<file path="src/rtl/camara_captura.sv">
// OV7670-class capture front end: Xclk generation, pin synchronisation,
// byte-to-pixel assembly and linear frame-buffer writes with framing checks.
module camara_captura #(
  parameter int unsigned XCLK_DIV        = 2,
  parameter int unsigned H_ACTIVE        = 640,
  parameter int unsigned V_ACTIVE        = 480,
  parameter int unsigned BYTES_PER_PIXEL = 2,
  parameter int unsigned ADDR_W          = 19
) (
  input  logic                         clk,
  input  logic                         Reset,
  input  logic                         Vsync,
  input  logic                         Href,
  input  logic                         Pclk,
  input  logic [7:0]                   Imagen,
  input  logic                         capture_en,
  output logic                         Xclk,
  output logic                         Cam_PWDN,
  output logic                         wr_en,
  output logic [ADDR_W-1:0]            wr_addr,
  output logic [8*BYTES_PER_PIXEL-1:0] wr_data,
  output logic                         frame_done,
  output logic                         busy,
  output logic [15:0]                  frame_cnt,
  output logic                         err_overrun,
  output logic                         err_short
);

  localparam int unsigned DIV_W = ($clog2(XCLK_DIV) > 0) ? $clog2(XCLK_DIV) : 1;
  localparam int unsigned X_W   = $clog2(H_ACTIVE + 1);
  localparam int unsigned Y_W   = $clog2(V_ACTIVE + 1);
  localparam int unsigned PIX_W = 8 * BYTES_PER_PIXEL;

  typedef enum logic [1:0] {IDLE, WAIT_VS, ACTIVE, DONE} state_t;

  state_t state, state_nx;

  logic [DIV_W-1:0]  div_cnt;
  logic [2:0]        vs_s, hr_s, pc_s;
  logic [7:0]        im_s0, im_s1;
  logic              byte_stb_q, hr_rise_q, hr_fall_q, vs_rise_q, vs_fall_q;
  logic [7:0]        data_q, first_byte;
  logic              phase, line_has_byte;
  logic [X_W-1:0]    x;
  logic [Y_W-1:0]    y;
  logic [ADDR_W-1:0] addr_ptr, line_base;

  logic              phase_c, start_c, done_entry_c, active_c, busy_c;
  logic [PIX_W-1:0]  pixel_c;

  assign Cam_PWDN = 1'b0;

  // Free-running master clock divider
  always_ff @(posedge clk or posedge Reset) begin
    if (Reset) begin
      div_cnt <= '0;
      Xclk    <= 1'b0;
    end else if (div_cnt == DIV_W'(XCLK_DIV - 1)) begin
      div_cnt <= '0;
      Xclk    <= ~Xclk;
    end else begin
      div_cnt <= div_cnt + DIV_W'(1);
    end
  end

  // Two-flop synchronisers, third flop for edges, then one registered event stage
  always_ff @(posedge clk or posedge Reset) begin
    if (Reset) begin
      vs_s       <= '0;
      hr_s       <= '0;
      pc_s       <= '0;
      im_s0      <= '0;
      im_s1      <= '0;
      byte_stb_q <= 1'b0;
      hr_rise_q  <= 1'b0;
      hr_fall_q  <= 1'b0;
      vs_rise_q  <= 1'b0;
      vs_fall_q  <= 1'b0;
      data_q     <= '0;
    end else begin
      vs_s       <= {vs_s[1:0], Vsync};
      hr_s       <= {hr_s[1:0], Href};
      pc_s       <= {pc_s[1:0], Pclk};
      im_s0      <= Imagen;
      im_s1      <= im_s0;
      byte_stb_q <= pc_s[1] & ~pc_s[2] & hr_s[1];
      hr_rise_q  <= hr_s[1] & ~hr_s[2];
      hr_fall_q  <= ~hr_s[1] & hr_s[2];
      vs_rise_q  <= vs_s[1] & ~vs_s[2];
      vs_fall_q  <= ~vs_s[1] & vs_s[2];
      data_q     <= im_s1;
    end
  end

  always_ff @(posedge clk or posedge Reset) begin
    if (Reset) state <= IDLE;
    else       state <= state_nx;
  end

  always_comb begin
    state_nx = state;
    case (state)
      IDLE:    if (capture_en) state_nx = WAIT_VS;
      WAIT_VS: begin
        if (!capture_en)    state_nx = IDLE;
        else if (vs_fall_q) state_nx = ACTIVE;
      end
      ACTIVE:  if (vs_rise_q) state_nx = DONE;
      DONE:    state_nx = capture_en ? WAIT_VS : IDLE;
      default: state_nx = IDLE;
    endcase
  end

  always_comb begin
    start_c      = 1'b0;
    done_entry_c = 1'b0;
    active_c     = 1'b0;
    busy_c       = 1'b0;
    if (state == WAIT_VS && state_nx == ACTIVE) start_c = 1'b1;
    if (state == ACTIVE && state_nx == DONE)    done_entry_c = 1'b1;
    if (state == ACTIVE)                        active_c = 1'b1;
    if (state_nx == WAIT_VS || state_nx == ACTIVE) busy_c = 1'b1;
  end

  // A line start on the same cycle as a byte must still see phase 0
  always_comb begin
    phase_c = phase & ~hr_rise_q;
    if (BYTES_PER_PIXEL == 2) pixel_c = PIX_W'({first_byte, data_q});
    else                      pixel_c = PIX_W'(data_q);
  end

  // Pixel assembly, addressing and framing error tracking
  always_ff @(posedge clk or posedge Reset) begin
    if (Reset) begin
      wr_en         <= 1'b0;
      wr_addr       <= '0;
      wr_data       <= '0;
      frame_done    <= 1'b0;
      busy          <= 1'b0;
      frame_cnt     <= '0;
      err_overrun   <= 1'b0;
      err_short     <= 1'b0;
      first_byte    <= '0;
      phase         <= 1'b0;
      line_has_byte <= 1'b0;
      x             <= '0;
      y             <= '0;
      addr_ptr      <= '0;
      line_base     <= '0;
    end else begin
      wr_en      <= 1'b0;
      frame_done <= done_entry_c;
      busy       <= busy_c;
      if (done_entry_c) begin
        frame_cnt <= frame_cnt + 16'd1;
        if (y < Y_W'(V_ACTIVE)) err_short <= 1'b1;
      end
      if (start_c) begin
        x             <= '0;
        y             <= '0;
        addr_ptr      <= '0;
        line_base     <= '0;
        phase         <= 1'b0;
        line_has_byte <= 1'b0;
      end else if (active_c) begin
        if (hr_fall_q) begin
          x             <= '0;
          phase         <= 1'b0;
          line_has_byte <= 1'b0;
          if (phase_c) err_short <= 1'b1;
          if (x != '0 && x < X_W'(H_ACTIVE)) err_short <= 1'b1;
          if (line_has_byte) begin
            if (y < Y_W'(V_ACTIVE)) y <= y + Y_W'(1);
            line_base <= line_base + ADDR_W'(H_ACTIVE);
            addr_ptr  <= line_base + ADDR_W'(H_ACTIVE);
          end
        end else begin
          if (hr_rise_q) phase <= 1'b0;
          if (byte_stb_q) begin
            line_has_byte <= 1'b1;
            if (BYTES_PER_PIXEL == 2 && !phase_c) begin
              first_byte <= data_q;
              phase      <= 1'b1;
            end else begin
              phase <= 1'b0;
              if (x < X_W'(H_ACTIVE) && y < Y_W'(V_ACTIVE)) begin
                wr_en    <= 1'b1;
                wr_addr  <= addr_ptr;
                wr_data  <= pixel_c;
                addr_ptr <= addr_ptr + ADDR_W'(1);
                x        <= x + X_W'(1);
              end else begin
                err_overrun <= 1'b1;
              end
            end
          end
        end
      end
    end
  end

endmodule

</file>
<file path="config.mk">
export PLATFORM = sky130hd
export DESIGN_NAME = camara_captura
export DESIGN_NICKNAME = d
export VERILOG_FILES = /design/src/rtl/camara_captura.sv
export SDC_FILE = /design/constraint.sdc
export NUM_CORES = 1
export LEC_CHECK = 0
export CORE_ASPECT_RATIO = 1.2
export CORE_UTILIZATION = 50
export DETAILED_ROUTE_END_ITERATION = 10
export PLACE_DENSITY = 0.72
export SLEW_MARGIN = 20
export SYNTH_ARGS = -nofsm -noshare
export SYNTH_HDL_FRONTEND = slang
export SYNTH_SLANG_ARGS = --single-unit
</file>
<file path="constraint.sdc">
create_clock -name clk -period 9.6 [get_ports clk]
set_input_delay 1.92 -clock clk [delete_from_list [all_inputs] [get_ports clk]]
set_output_delay 1.92 -clock clk [all_outputs]
set_load 0.02 [all_outputs]
</file>
# Word-level counts from Yosys, hierarchy flattened
# Index checks and enable logic that the tools add are counted.
dict set report totals {
  ff_bits 165
  latchBits 0
  ram_bits 0
  rom_bits 0
  in_bits 14
  output_inout_bits 58
  word_cells 141
  n_memories 0
}
dict set report classes {
  addsub 6
  multipliers 0
  div 0
  magnitude_cmp 2
  eq_ne 7
  shifts 0
  n_mux 55
  bitwise 18
  n_reduce_logical 24
}
# op count
set ops {}
lappend ops {{19-bit two-way mux} 10}
lappend ops {{10-bit two-way mux} 6}
lappend ops {{9-bit two-way mux} 5}
lappend ops {{1-bit two-way mux} 29}
lappend ops {{19-bit by 1-bit adder with 19-bit output (second input constant)} 1}
lappend ops {{19-bit by 10-bit adder with 19-bit output (second input constant)} 1}
lappend ops {{16-bit by 1-bit adder with 16-bit output (second input constant)} 1}
lappend ops {{6-bit AND reduction} 2}
lappend ops {{1-bit inverter} 11}
lappend ops {{10-bit by 1-bit adder with 10-bit output (second input constant)} 1}
lappend ops {{10-bit < comparator (second input constant)} 1}
lappend ops {{5-bit AND reduction} 2}
lappend ops {{10-bit nonzero test} 1}
lappend ops {{9-bit by 1-bit adder with 9-bit output (second input constant)} 1}
lappend ops {{9-bit < comparator (second input constant)} 1}
lappend ops {{3-bit nonzero test} 3}
lappend ops {{2-bit equality test (second input constant)} 4}
lappend ops {{2-bit two-way mux} 4}
lappend ops {{2-bit case mux with 4 select lines} 1}
lappend ops {{4-bit AND reduction} 2}
lappend ops {{2-bit nonzero test} 4}
lappend ops {{1-bit bitwise AND} 7}
lappend ops {{2-bit by 1-bit equality test with 1-bit output (second input constant)} 2}
lappend ops {{1-bit logical AND} 4}
lappend ops {{other kinds (7)} 8}

# Longest topological paths before layout
# Gate-level depths: netlist (run 1).
dict set report depth {
  ltp_word 12
  depth_mapped 10
  ltp_nobuf 9
}

# Worst setup path before layout (run 1)
# OpenSTA, ideal clock, no wires.
dict set report synth_path {
  path_kind {input port to flip-flop}
  start {input capture_en}
  end {register frame_cnt[14]}
  setup_time_ps 131
  arrival_time_ps 3289
  required_ps 9469
  setup_slack_ps 6181
  path_stages 9
  path_buffers 2
  cell_sequence {nand4b_1 nand2_1 ha_1 and3b_1 buf_2 and3_1 clkbuf_1 and3_1 xor2_1}
}
dict set report synth_via {
  elab_chain_cells 5
  elab_cells_between_ends 7
  classes_between {eq/ne (1); mux (5); reduce/logical (1)}
}
# item line_no
set synth_rtl {}
lappend synth_rtl {{start: declaration} 16} ;# input logic capture_en,
lappend synth_rtl {{2-bit two-way mux, on equally long branches} {105, 103}}
lappend synth_rtl {{2-bit case mux with 4 select lines (*)} 102} ;# case (state)
lappend synth_rtl {{via state_nx[1]} 36} ;# state_t state, state_nx;
lappend synth_rtl {{2-bit equality test (*)} 120} ;# if (state == ACTIVE && state_nx == DONE) done_entry_c = 1'b1;
lappend synth_rtl {{1-bit logical AND (*)} 120}
lappend synth_rtl {{1-bit two-way mux (*)} 120}
lappend synth_rtl {{via done_entry_c} 48} ;# logic phase_c, start_c, done_entry_c, active_c, busy_c;
lappend synth_rtl {{end signal: assignment} 155} ;# frame_cnt <= frame_cnt + 16'd1;
lappend synth_rtl {{end: declaration} 24} ;# output logic [15:0] frame_cnt,
# Mark *: on every way through the listed nets, which the timed path passes. The rest lies on a longest branch.
# A chain may end at the register's enable or synchronous reset.

# Worst setup path in the final report (run 1)
dict set report layout_path {
  start {input capture_en}
  end {register frame_cnt[13]}
}
dict set report layout_via {
  elab_chain_cells 5
  elab_cells_between_ends 7
  classes_between {eq/ne (1); mux (5); reduce/logical (1)}
}
# item line_no
set layout_rtl {}
lappend layout_rtl {{2-bit two-way mux, on equally long branches} {105, 103}}
lappend layout_rtl {{2-bit case mux with 4 select lines (*)} 102}
lappend layout_rtl {{via state_nx[1]} 36}
lappend layout_rtl {{2-bit equality test (*)} 120}
lappend layout_rtl {{1-bit logical AND (*)} 120}
lappend layout_rtl {{1-bit two-way mux (*)} 120}
# Marked as above.

==> results of run 1 <==
==> metrics by stage <==
| stage | hold WS [ns] | utilization [%] |
|---|---|---|
| 3_3_place_gp | 0.332 | 58.0 |
| 6_report | 0.350 | 62.9 |
| 5_1_grt | 0.354 | 62.9 |
| 3_5_place_dp | 0.335 | 58.0 |
| 2_1_floorplan | 0.331 | - |
| 4_1_cts | 0.352 | 62.9 |
==> placed cells by master (no fill, tap or decap), types with 4 or more instances in the layout <==
cell type        instances
nand2_1                160
dfrtp_1                158
clkdlybuf4s50_1         70
nor2_1                  39
o21ai_0                 32
xor2_1                  22
xnor2_1                 20
clkbuf_16               17
nand3_1                 16
a21oi_1                 14
and3_1                  10
mux2_2                  10
nor3_1                   9
inv_1                    9
nand4_1                  9
clkinv_8                 8
o21ai_1                  7
ha_1                     7
nor2b_1                  5
a31oi_1                  5
or3_1                    4
o2111ai_1                4
inv_6                    4
==> sequential cells by signal, indices dropped and copies added (netlist names), 2 cells and up <==
| name | flops |
|---|---|
| addr_ptr | 19 |
| data_q | 8 |
| first_byte | 8 |
| frame_cnt | 16 |
| hr_s | 3 |
| im_s0 | 8 |
| im_s1 | 8 |
| line_base | 12 |
| pc_s | 3 |
| state | 2 |
| vs_s | 3 |
| wr_addr | 19 |
| wr_data | 16 |
| x | 10 |
| y | 9 |
==> worst max-delay path: stages <==
cell	delay, ns
clkdlybuf4s50_1	0.52
nand4b_1	0.27
nand2_1	0.18
ha_1	0.15
and3b_1	0.33
and4_1	0.33
nand4_1	0.16
nor2_1	0.15
xor2_1	0.16
==> cell type report <==
| type | instances | area share [%] |
|---|---|---|
| well taps | 164 | 2.56 |
| flip-flops and latches | 158 | 49.4 |
| clock buffers | 17 | 5.31 |
| repair buffers | 72 | 8.94 |
| clock inverters | 15 | 2.47 |
| multi-input cells | 430 | 30.7 |
| inverters | 11 | 0.578 |
==> path summary, 6_finish.rpt <==
kind | depth (start not counted) | slack (ns) | startpoint | endpoint
setup reg to reg | 7 | 6.88 | hr_fall_q | addr_ptr[9]
max in group asynchronous | 3 | 6.22 | Reset | frame_cnt[6]
setup / recovery | 9 | 5.77 | capture_en | frame_cnt[13]
hold / removal | 0 | 0.35 | im_s1[6] | data_q[6]
min in group asynchronous | 2 | 2.02 | Reset | data_q[6]
hold reg to reg | 0 | 0.35 | im_s1[6] | data_q[6]
==> per-layer routing <==
layer  global-route usage (%)  share of wire [%]  vias to the layer above
met4                     7.74                1.7                        0
met1                     25.9                 44                     2315
met2                     35.0                 52                       87
li1                         -                  -                     2252
met3                     4.52                3.1                       19
met5                        0                  0                        -
==> power by group <==
group | total [mW] | leakage (nW) | switching (mW) | internal, mW
combinational | 0.190 | 1.37 | 0.104 | 0.0862
sequential | 0.814 | 2.06 | 0.0771 | 0.737
clock | 0.672 | 0.297 | 0.317 | 0.355
total | 1.68 | 3.72 | 0.498 | 1.18
==> kinds of logic after synthesis <==
logic type | Yosys count | share of synthesized area [%]
AO/OA/AOI/OAI | 86 | 8.13
XOR/XNOR | 42 | 5.59
adder cells (fa/ha/maj) | 7 | 1.33
buffers and inverters | 37 | 2.58
flip-flops | 158 | 60.0
multiplexers | 11 | 1.86
other | 1 | 0.0569
AND/OR/NAND/NOR | 283 | 20.4
==> metrics.md, run 1 <==
| Metric | Value |
|---|---|
| Finish-stage setup viols | 0 |
| Static leakage | 3.72 nW |
| Power, Total | 1.68 mW |
| Finished Cell Area | 8010 um^2 |
| Pwr per Cell Area | 209 nW/um^2 |
| Drt total wl | 12.7 mm |
| # IOs | 72 |
| RSZ-0062 raised after global routing | false |
| Prevailing post-synth register cell | dfrtp_1 |
| Yosys top cell area share | 60.0% |
| Worst Path Required | 9.94 ns |
| Initial Utilization | 51.8% |
| Final hold vios | 0 |
| GRT overflow | 0 |
| Syn Nets | 646 |
| Final period util | 39.9% |
| Synth area leaders | dfrtp_1 (60%), nand2_1 (9.1%), xor2_1 (2.9%), xnor2_1 (2.7%), o21ai_0 (2.4%) |
| Fmax | 261 MHz |
| Gr usage total | 20.6% |
| Placed cell count | 835 |
| Worst skew pair latency | 0.42 ns |
| Arrival @ worst endpoint | 4.17 ns |
| Worst-path clk slew | 0.07 ns |
| Detailed Routing Iterations Pass 1 | 4 |
| First-pass GRT wire length | 22.0 mm |
| Worst setup EP type | flop |
| Multi-input logic area | 2460 um^2 |
| Dpl ws | 5.35 ns |
| Drt drc | 0 |
| CTS Buf Count | 17 |
| Slew @ Worst Pin | 0.857 ns |
| Sum of negative setup slack | 0 ns |
| Sequential cell area | 3950 um^2 |
| Clock skew | 0.00838 ns |
| Htree depth | 4 |
| Final nets | 711 |
| Ant. Diodes | 0 |
| Largest net degree at the start of global routing | 91 |
| EDFF count, synth | 0 |
| Min cycle time layout | 3.83 ns |
| WS Path Type | in2reg |
| Most frequent cell after synthesis | nand2_1 |
| Synthesis-to-layout area growth | 21.6% |
| Routed vias/inst | 5.39 |
| Synth area leader | dfrtp_1 |
| Die area | 13600 um^2 |
| VDD IR max | 0.143 mV |
| Clock root buffer | clkbuf_16 |
| Post-synth ARST share | 100% |
| Clk buf depth | 2 |
| I/O Buffers | 70 |
| CTS tree | built |
| ANT nets after route | 0 |
| Warnings from Yosys | 0 |
| Hold WC Path Type | reg2reg |
| Fillers | 1057 |
| Status | finished, final reports clean |
| Clk sinks | 158 |
| Setup Fix Bufs, Post-CTS | 0 |
| Placed cell areas | 7380 um^2 |
| Die Y-Extent | 128 um |
| Rows | 45 |
| Initial DRC count | 291 |
| Die width | 107 um |
| Share of layout cells above drive strength 1 | 8.25% |
| Mapped Area | 6590 um^2 |
| CP Max Fanout | 8 |
| Slew margin rel. | 42.9% |
| Commonest cells post-synth | nand2_1 (160), dfrtp_1 (158), nor2_1 (39), o21ai_0 (32), xor2_1 (22) |
| Maxcap violations | 0 |
| Initial antenna violation count | 0 |
| Seq/Total Area, Yosys | 60.0% |
| Synthesized area per cell | 10.5 um^2 |
| Core area | 12700 um^2 |
| Cts repair resizes | 0 |
| Cells after synthesis | 625 |
| Vias in the first global route | 4646 |
| Vias | 4673 |
| Post-DP HPWL | 8.34 mm |
| Final std cells w/o fill | 867 |
| Routed wire per std cell | 14.7 um |
| # hold bufs at CTS | 0 |
| Final Worst Setup Slack | 5.77 ns |
| Final Max Tran Viols | 0 |
| Yosys reg bits | 158 |
| Distinct cell type count after synthesis | 63 |
| Startpoint Class | input pin |
| Routability congestion estimate | 0.820 |
(Power assumes the default switching activity.)
==> inputs of run 2 (changes only) <==
PLACE_DENSITY = 0.75   (was 0.72)
clock period = 3.3 ns   (was 9.6 ns; I/O delays follow)
==> metrics.md, run 2 (same netlist as run 1, synthesis figures left out) <==
| Metric | Value |
|---|---|
| Post-DP HPWL | 8.54 mm (was 8.34 mm) |
| ANT nets after route | 0 (unchanged) |
| Synthesis-to-layout area growth | 22.2% (was 21.6%) |
| Final Util | 63.3% (was 62.9%) |
| Initial Utilization | 51.8% (unchanged) |
| Worst Path Required | 3.65 ns (was 9.94 ns) |
| RSZ-0062 raised after global routing | false (unchanged) |
| Logic pwr share | 11.4% (was 11.3%) |
| Drt drc | 0 (unchanged) |
| Switching Share | 28.1% (was 29.7%) |
| Rows | 45 (unchanged) |
| Fmax | 422 MHz |
| Share of layout cells above drive strength 1 | 8.90% (was 8.25%) |
| Power share of the sequential group | 47.9% (was 48.5%) |
| Clock root buffer | clkbuf_16 (unchanged) |
| Final period util | 71.8% |
| CP Cell Sequence | nor2b_1 > nor2_1 > nor2_1 > ha_1 > and3b_1 > and4_1 > nand4_1 > nor2_1 > xor2_1 (was clkdlybuf4s50_1 > nand4b_1 > nand2_1 > ha_1 > and3b_1 > and4_1 > nand4_1 > nor2_1 > xor2_1) |
| Die width | 107 um (unchanged) |
| Clock power frac | 40.7% (was 40.1%) |
| CP Max Fanout | 10 (was 8) |
| Clk sinks | 158 (unchanged) |
| WS Path Type | reg2reg (was in2reg) |
| Status | finished, final reports clean (unchanged) |
| VDD IR max | 0.349 mV (was 0.143 mV) |
| Core area | 12700 um^2 (unchanged) |
| GRT overflow | 0 (unchanged) |
| Initial DRC count | 252 (was 291) |
| Startpoint Class | flop (was input pin) |
| Sum of negative setup slack | 0 ns (unchanged) |
| Maxcap violations | 0 (unchanged) |
| # IOs | 72 (unchanged) |
| Leading cell type in the layout, fill and taps excluded | nand2_1 (unchanged) |
| CTS tree | built (unchanged) |
| I/O Buffers | 70 (unchanged) |
| Detailed Routing Iterations Pass 1 | 5 (was 4) |
| Pwr per Cell Area | 614 nW/um^2 (was 209 nW/um^2) |
| Slew @ Worst Pin | 0.817 ns (was 0.857 ns) |
| Worst-path clk slew | 0.07 ns (about the same) |
| Worst skew pair latency | 0.42 ns (about the same) |
| Hold WC Path Type | reg2reg (unchanged) |
| Crit path top cell by count | nor2_1 |
| Final hold vios | 0 (unchanged) |
| Final nets | 716 (was 711) |
| Largest regs | addr_ptr (19), wr_addr (19) (unchanged) |
| Initial antenna violation count | 0 (unchanged) |
| Gr usage total | 20.7% (was 20.6%) |
| Htree depth | 4 (unchanged) |
| Finish-stage setup viols | 0 (unchanged) |
| Vias in the first global route | 4813 (was 4646) |
| Routability congestion estimate | 0.823 (was 0.820) |
| CTS Buf Count | 17 (unchanged) |
| # hold bufs at CTS | 0 (unchanged) |
| Clock skew | 0.00944 ns (was 0.00838 ns) |
| Clk buf depth | 2 (unchanged) |
| Sw Pwr | 1.39 mW (was 0.498 mW) |
| Ant. Diodes | 0 (unchanged) |
| Critical-path top delay cell | dfrtp_1 (was clkdlybuf4s50_1) |
| Die Y-Extent | 128 um (unchanged) |
| Static leakage | 3.75 nW (was 3.72 nW) |
| Routed wire per std cell | 14.8 um (was 14.7 um) |
| Die area | 13600 um^2 (unchanged) |
| Largest net degree at the start of global routing | 151 (was 91) |
| Arrival @ worst endpoint | 2.71 ns (was 4.17 ns) |
| Int Pwr | 3.55 mW (was 1.18 mW) |
| Slew margin rel. | 45.5% (was 42.9%) |
| Cts repair resizes | 0 (unchanged) |
| Min cycle time layout | 2.37 ns |
| Drt total wl | 12.9 mm (was 12.7 mm) |
| Vias | 4707 (was 4673) |
| Setup Fix Bufs, Post-CTS | 0 (unchanged) |
| Most frequent cells in the layout | nand2_1 (160), dfrtp_1 (158), clkdlybuf4s50_1 (70) (unchanged) |
| Final Max Tran Viols | 0 (unchanged) |
| Worst setup EP type | flop (unchanged) |
| Min Hold Slack | 0.348 ns (was 0.350 ns) |
| Routed vias/inst | 5.40 (was 5.39) |
| Max stage delay on crit path | 0.51 ns (was 0.52 ns) |
| Fillers | 1029 (was 1057) |
| First-pass GRT wire length | 22.1 mm (was 22.0 mm) |
-- run 2: cell count changes in the layout (fill, tap and decap cells not counted), sizes merged --
cell	before	now
clkinv	8	3
inv	17	19
bufinv	0	2
clkinvlp	1	2
buf	2	7
-- run 2: area by class of cell --
class | count | area, um^2 | area share, %
Sequential cell | 158 | 3950 | 49.1
Tap cell | 164 | 205 | 2.55
Multi-Input combinational cell | 430 | 2460 | 30.6
Inverter | 11 | 45.0 | 0.560
Clock inverter | 15 | 193 | 2.39
Timing Repair Buffer | 77 | 766 | 9.51
Clock buffer | 17 | 425 | 5.29
-- run 2: power by group through the flow --
stage | logic [mW] | clock network [mW] | registers [mW]
after detailed placement | 0.564 | 0 | 2.40
after CTS | 0.572 | 2.04 | 2.36
after global placement | 0.540 | 0 | 2.38
final | 0.562 | 2.01 | 2.37
after floorplan | 0.334 | 0 | 2.38
after global routing | 0.633 | 2.13 | 2.40
-- run 2: per-layer routing --
layer  vias to the layer above  GRT usage [%]  routed length [um]
li1                       2251              -                   -
met1                      2332           24.5                5370
met2                        97           36.3                6860
met3                        27           4.17                 394
met4                         0           9.02                 307
met5                         -              0                   0
-- run 2: worst paths after layout --
| kind | startpoint | to | cells after the start | slack, ns |
|---|---|---|---|---|
| max | state[1] | frame_cnt[13] | 9 | 0.93 |
| min | vs_s[0] | vs_s[1] | 0 | 0.35 |
| max reg2reg | state[1] | frame_cnt[13] | 9 | 0.93 |
| min reg2reg | vs_s[0] | vs_s[1] | 0 | 0.35 |
| max in group asynchronous | Reset | frame_cnt[5] | 3 | 1.74 |
| min in group asynchronous | Reset | im_s1[4] | 2 | 0.51 |
-- run 2: critical path: cells and delay by family, from the launching register on --
kind	cells	cell delay [ns]
flops	1	0.51
simple gates	7	1.48
xor+xnor	1	0.16
fa+ha+maj	1	0.15
-- run 2: metrics by stage --
step	std cells	power [mW]	setup WS (ns)	cell area [um^2]
after floorplan	625	2.72	0.639	6590
after global placement	840	2.92	0.649	7430
after detailed placement	840	2.96	0.510	7430
after CTS	872	4.98	0.911	8050
after global routing	872	5.17	0.719	8050
final	872	4.94	0.930	8050
==> inputs of run 3 (changes only) <==
clock period = 2.1 ns   (was 3.3 ns; I/O delays follow)
==> metrics.md, run 3 (same netlist as run 1, synthesis figures left out) <==
| Metric | Value |
|---|---|
| Worst Path Required | 2.46 ns (was 3.65 ns) |
| Min Hold Slack | 0.263 ns (was 0.348 ns) |
| Largest regs | addr_ptr (19), wr_addr (19) (unchanged) |
| Clock root buffer | clkbuf_16 (unchanged) |
| Sum of negative setup slack | 0 ns (unchanged) |
| Core area | 12700 um^2 (unchanged) |
| Worst setup EP type | flop (unchanged) |
| Static leakage | 3.89 nW (was 3.75 nW) |
| Vias in the first global route | 4832 (was 4813) |
| Status | finished, final reports clean (unchanged) |
| Leading cell type in the layout, fill and taps excluded | nand2_1 (unchanged) |
| Routed wire per std cell | 14.9 um (was 14.8 um) |
| Worst R2R Path Depth | 9 (unchanged) |
| CTS Buf Count | 17 (unchanged) |
| Critical Path Sink | frame_cnt[13] (unchanged) |
| GRT overflow | 0 (unchanged) |
| Worst skew pair latency | 0.43 ns (was 0.42 ns) |
| Fillers | 993 (was 1029) |
| Arrival @ worst endpoint | 2.35 ns (was 2.71 ns) |
| Min cycle time layout | 1.99 ns (was 2.37 ns) |
| ANT nets after route | 0 (unchanged) |
| # IOs | 72 (unchanged) |
| Clock skew | 0.0175 ns (was 0.00944 ns) |
| Largest net degree at the start of global routing | 64 (was 151) |
| Gr usage total | 21.3% (was 20.7%) |
| Most frequent cells in the layout | nand2_1 (160), dfrtp_1 (156), clkdlybuf4s50_1 (70) (was nand2_1 (160), dfrtp_1 (158), clkdlybuf4s50_1 (70)) |
| Final period util | 94.9% (was 71.8%) |
| Crit path launch | state[1] (unchanged) |
| VDD IR max | 0.593 mV (was 0.349 mV) |
| Share of layout cells above drive strength 1 | 12.6% (was 8.90%) |
| Post-DP HPWL | 8.78 mm (was 8.54 mm) |
| Final Max Tran Viols | 0 (unchanged) |
| Drt drc | 0 (unchanged) |
| Maxcap violations | 0 (unchanged) |
| Final hold vios | 0 (unchanged) |
| Vias | 4804 (was 4707) |
| I/O Buffers | 70 (unchanged) |
| Die width | 107 um (unchanged) |
| Slew @ Worst Pin | 0.540 ns (was 0.817 ns) |
| Finish-stage setup viols | 0 (unchanged) |
| WS Path Type | reg2reg (unchanged) |
| Routed vias/inst | 5.37 (was 5.40) |
| Hold WC Path Type | in2async (was reg2reg) |
| CTS tree | built (unchanged) |
| Initial DRC count | 209 (was 252) |
| Initial Utilization | 51.8% (unchanged) |
| Pwr per Cell Area | 934 nW/um^2 (was 614 nW/um^2) |
| # hold bufs at CTS | 0 (unchanged) |
| Die Y-Extent | 128 um (unchanged) |
| CP Max Fanout | 8 (was 10) |
| Ant. Diodes | 0 (unchanged) |
| First-pass GRT wire length | 22.8 mm (was 22.1 mm) |
| Drt total wl | 13.3 mm (was 12.9 mm) |
| Final Worst Setup Slack | 0.106 ns (was 0.930 ns) |
| Critical R2R Capture | frame_cnt[13] (unchanged) |
| Routability congestion estimate | 0.846 (was 0.823) |
| Htree depth | 4 (unchanged) |
| Clk sinks | 158 (unchanged) |
| Final Util | 65.1% (was 63.3%) |
| Rows | 45 (unchanged) |
| Slew margin rel. | 63.7% (was 45.5%) |
| Worst-path clk slew | 0.07 ns (about the same) |
| Clk buf depth | 2 (unchanged) |
| Dpl ws | -0.216 ns (was 0.510 ns) |
| Synthesis-to-layout area growth | 25.8% (was 22.2%) |
| Final nets | 739 (was 716) |
| Die area | 13600 um^2 (unchanged) |
| Detailed Routing Iterations Pass 1 | 6 (was 5) |
| Fmax | 502 MHz (was 422 MHz) |
| Initial antenna violation count | 0 (unchanged) |
| Reg2reg start | state[1] (unchanged) |
| Startpoint Class | flop (unchanged) |
| Reg2Reg Setup Slack | 0.11 ns (was 0.93 ns) |
-- run 3: power by group --
group,total (mW),leakage [nW],internal (mW),switching [mW]
registers,3.70,2.05,3.37,0.329
logic,0.954,1.53,0.446,0.508
clock network,3.08,0.298,1.63,1.46
-- run 3: metal layers --
layer	up-vias	track usage [%]	routed length [um]
met5	-	0	0
met4	0	8.30	148
met3	14	4.22	436
met2	103	36.2	7060
met1	2378	26.7	5670
li1	2309	-	-
-- run 3: per-stage QoR --
stage	power [mW]	area, um^2	instances
after floorplan	4.27	6590	625
after detailed placement	4.68	7630	860
after CTS	7.78	8240	892
final	7.73	8280	895
after global placement	4.63	7630	860
after global routing	8.08	8280	895
-- run 3: worst min path at each step --
stage | endpoint | slack, ns | cells past startpoint
floorplan | data_q[0] | 0.33 | 0
finish | div_cnt | 0.26 | 2
CTS | div_cnt | 0.26 | 2
global route | div_cnt | 0.28 | 2
detailed placement | pc_s[1] | 0.33 | 0
global placement | data_q[7] | 0.33 | 0
-- run 3: what timing repair did --
action / in CTS / in global routing
resized for setup: 0 / 6
endpoints found under the setup margin: 0 / 8
buffers inserted: 0 / 3
endpoints found under the hold margin: 0 / 0
-- run 3: final cells by class --
cell class | count | area (um^2) | area share (%)
flip-flops and latches | 158 | 3960 | 47.8
multi-input cells | 430 | 2480 | 29.9
repair buffers | 100 | 988 | 11.9
clock buffers | 17 | 425 | 5.14
well taps | 164 | 205 | 2.48
clock inverters | 15 | 186 | 2.25
inverters | 11 | 45.0 | 0.544
-- run 3: worst max-delay path, stage by stage (launching register included) --
cell and delay (ns):
dfrtp_2 0.45, nor2b_2 0.20, nor2_1 0.07, nor2_1 0.11, ha_1 0.15, and3b_1 0.21, and4_1 0.26, nand4_1 0.17
nor2_2 0.16, xor2_1 0.14
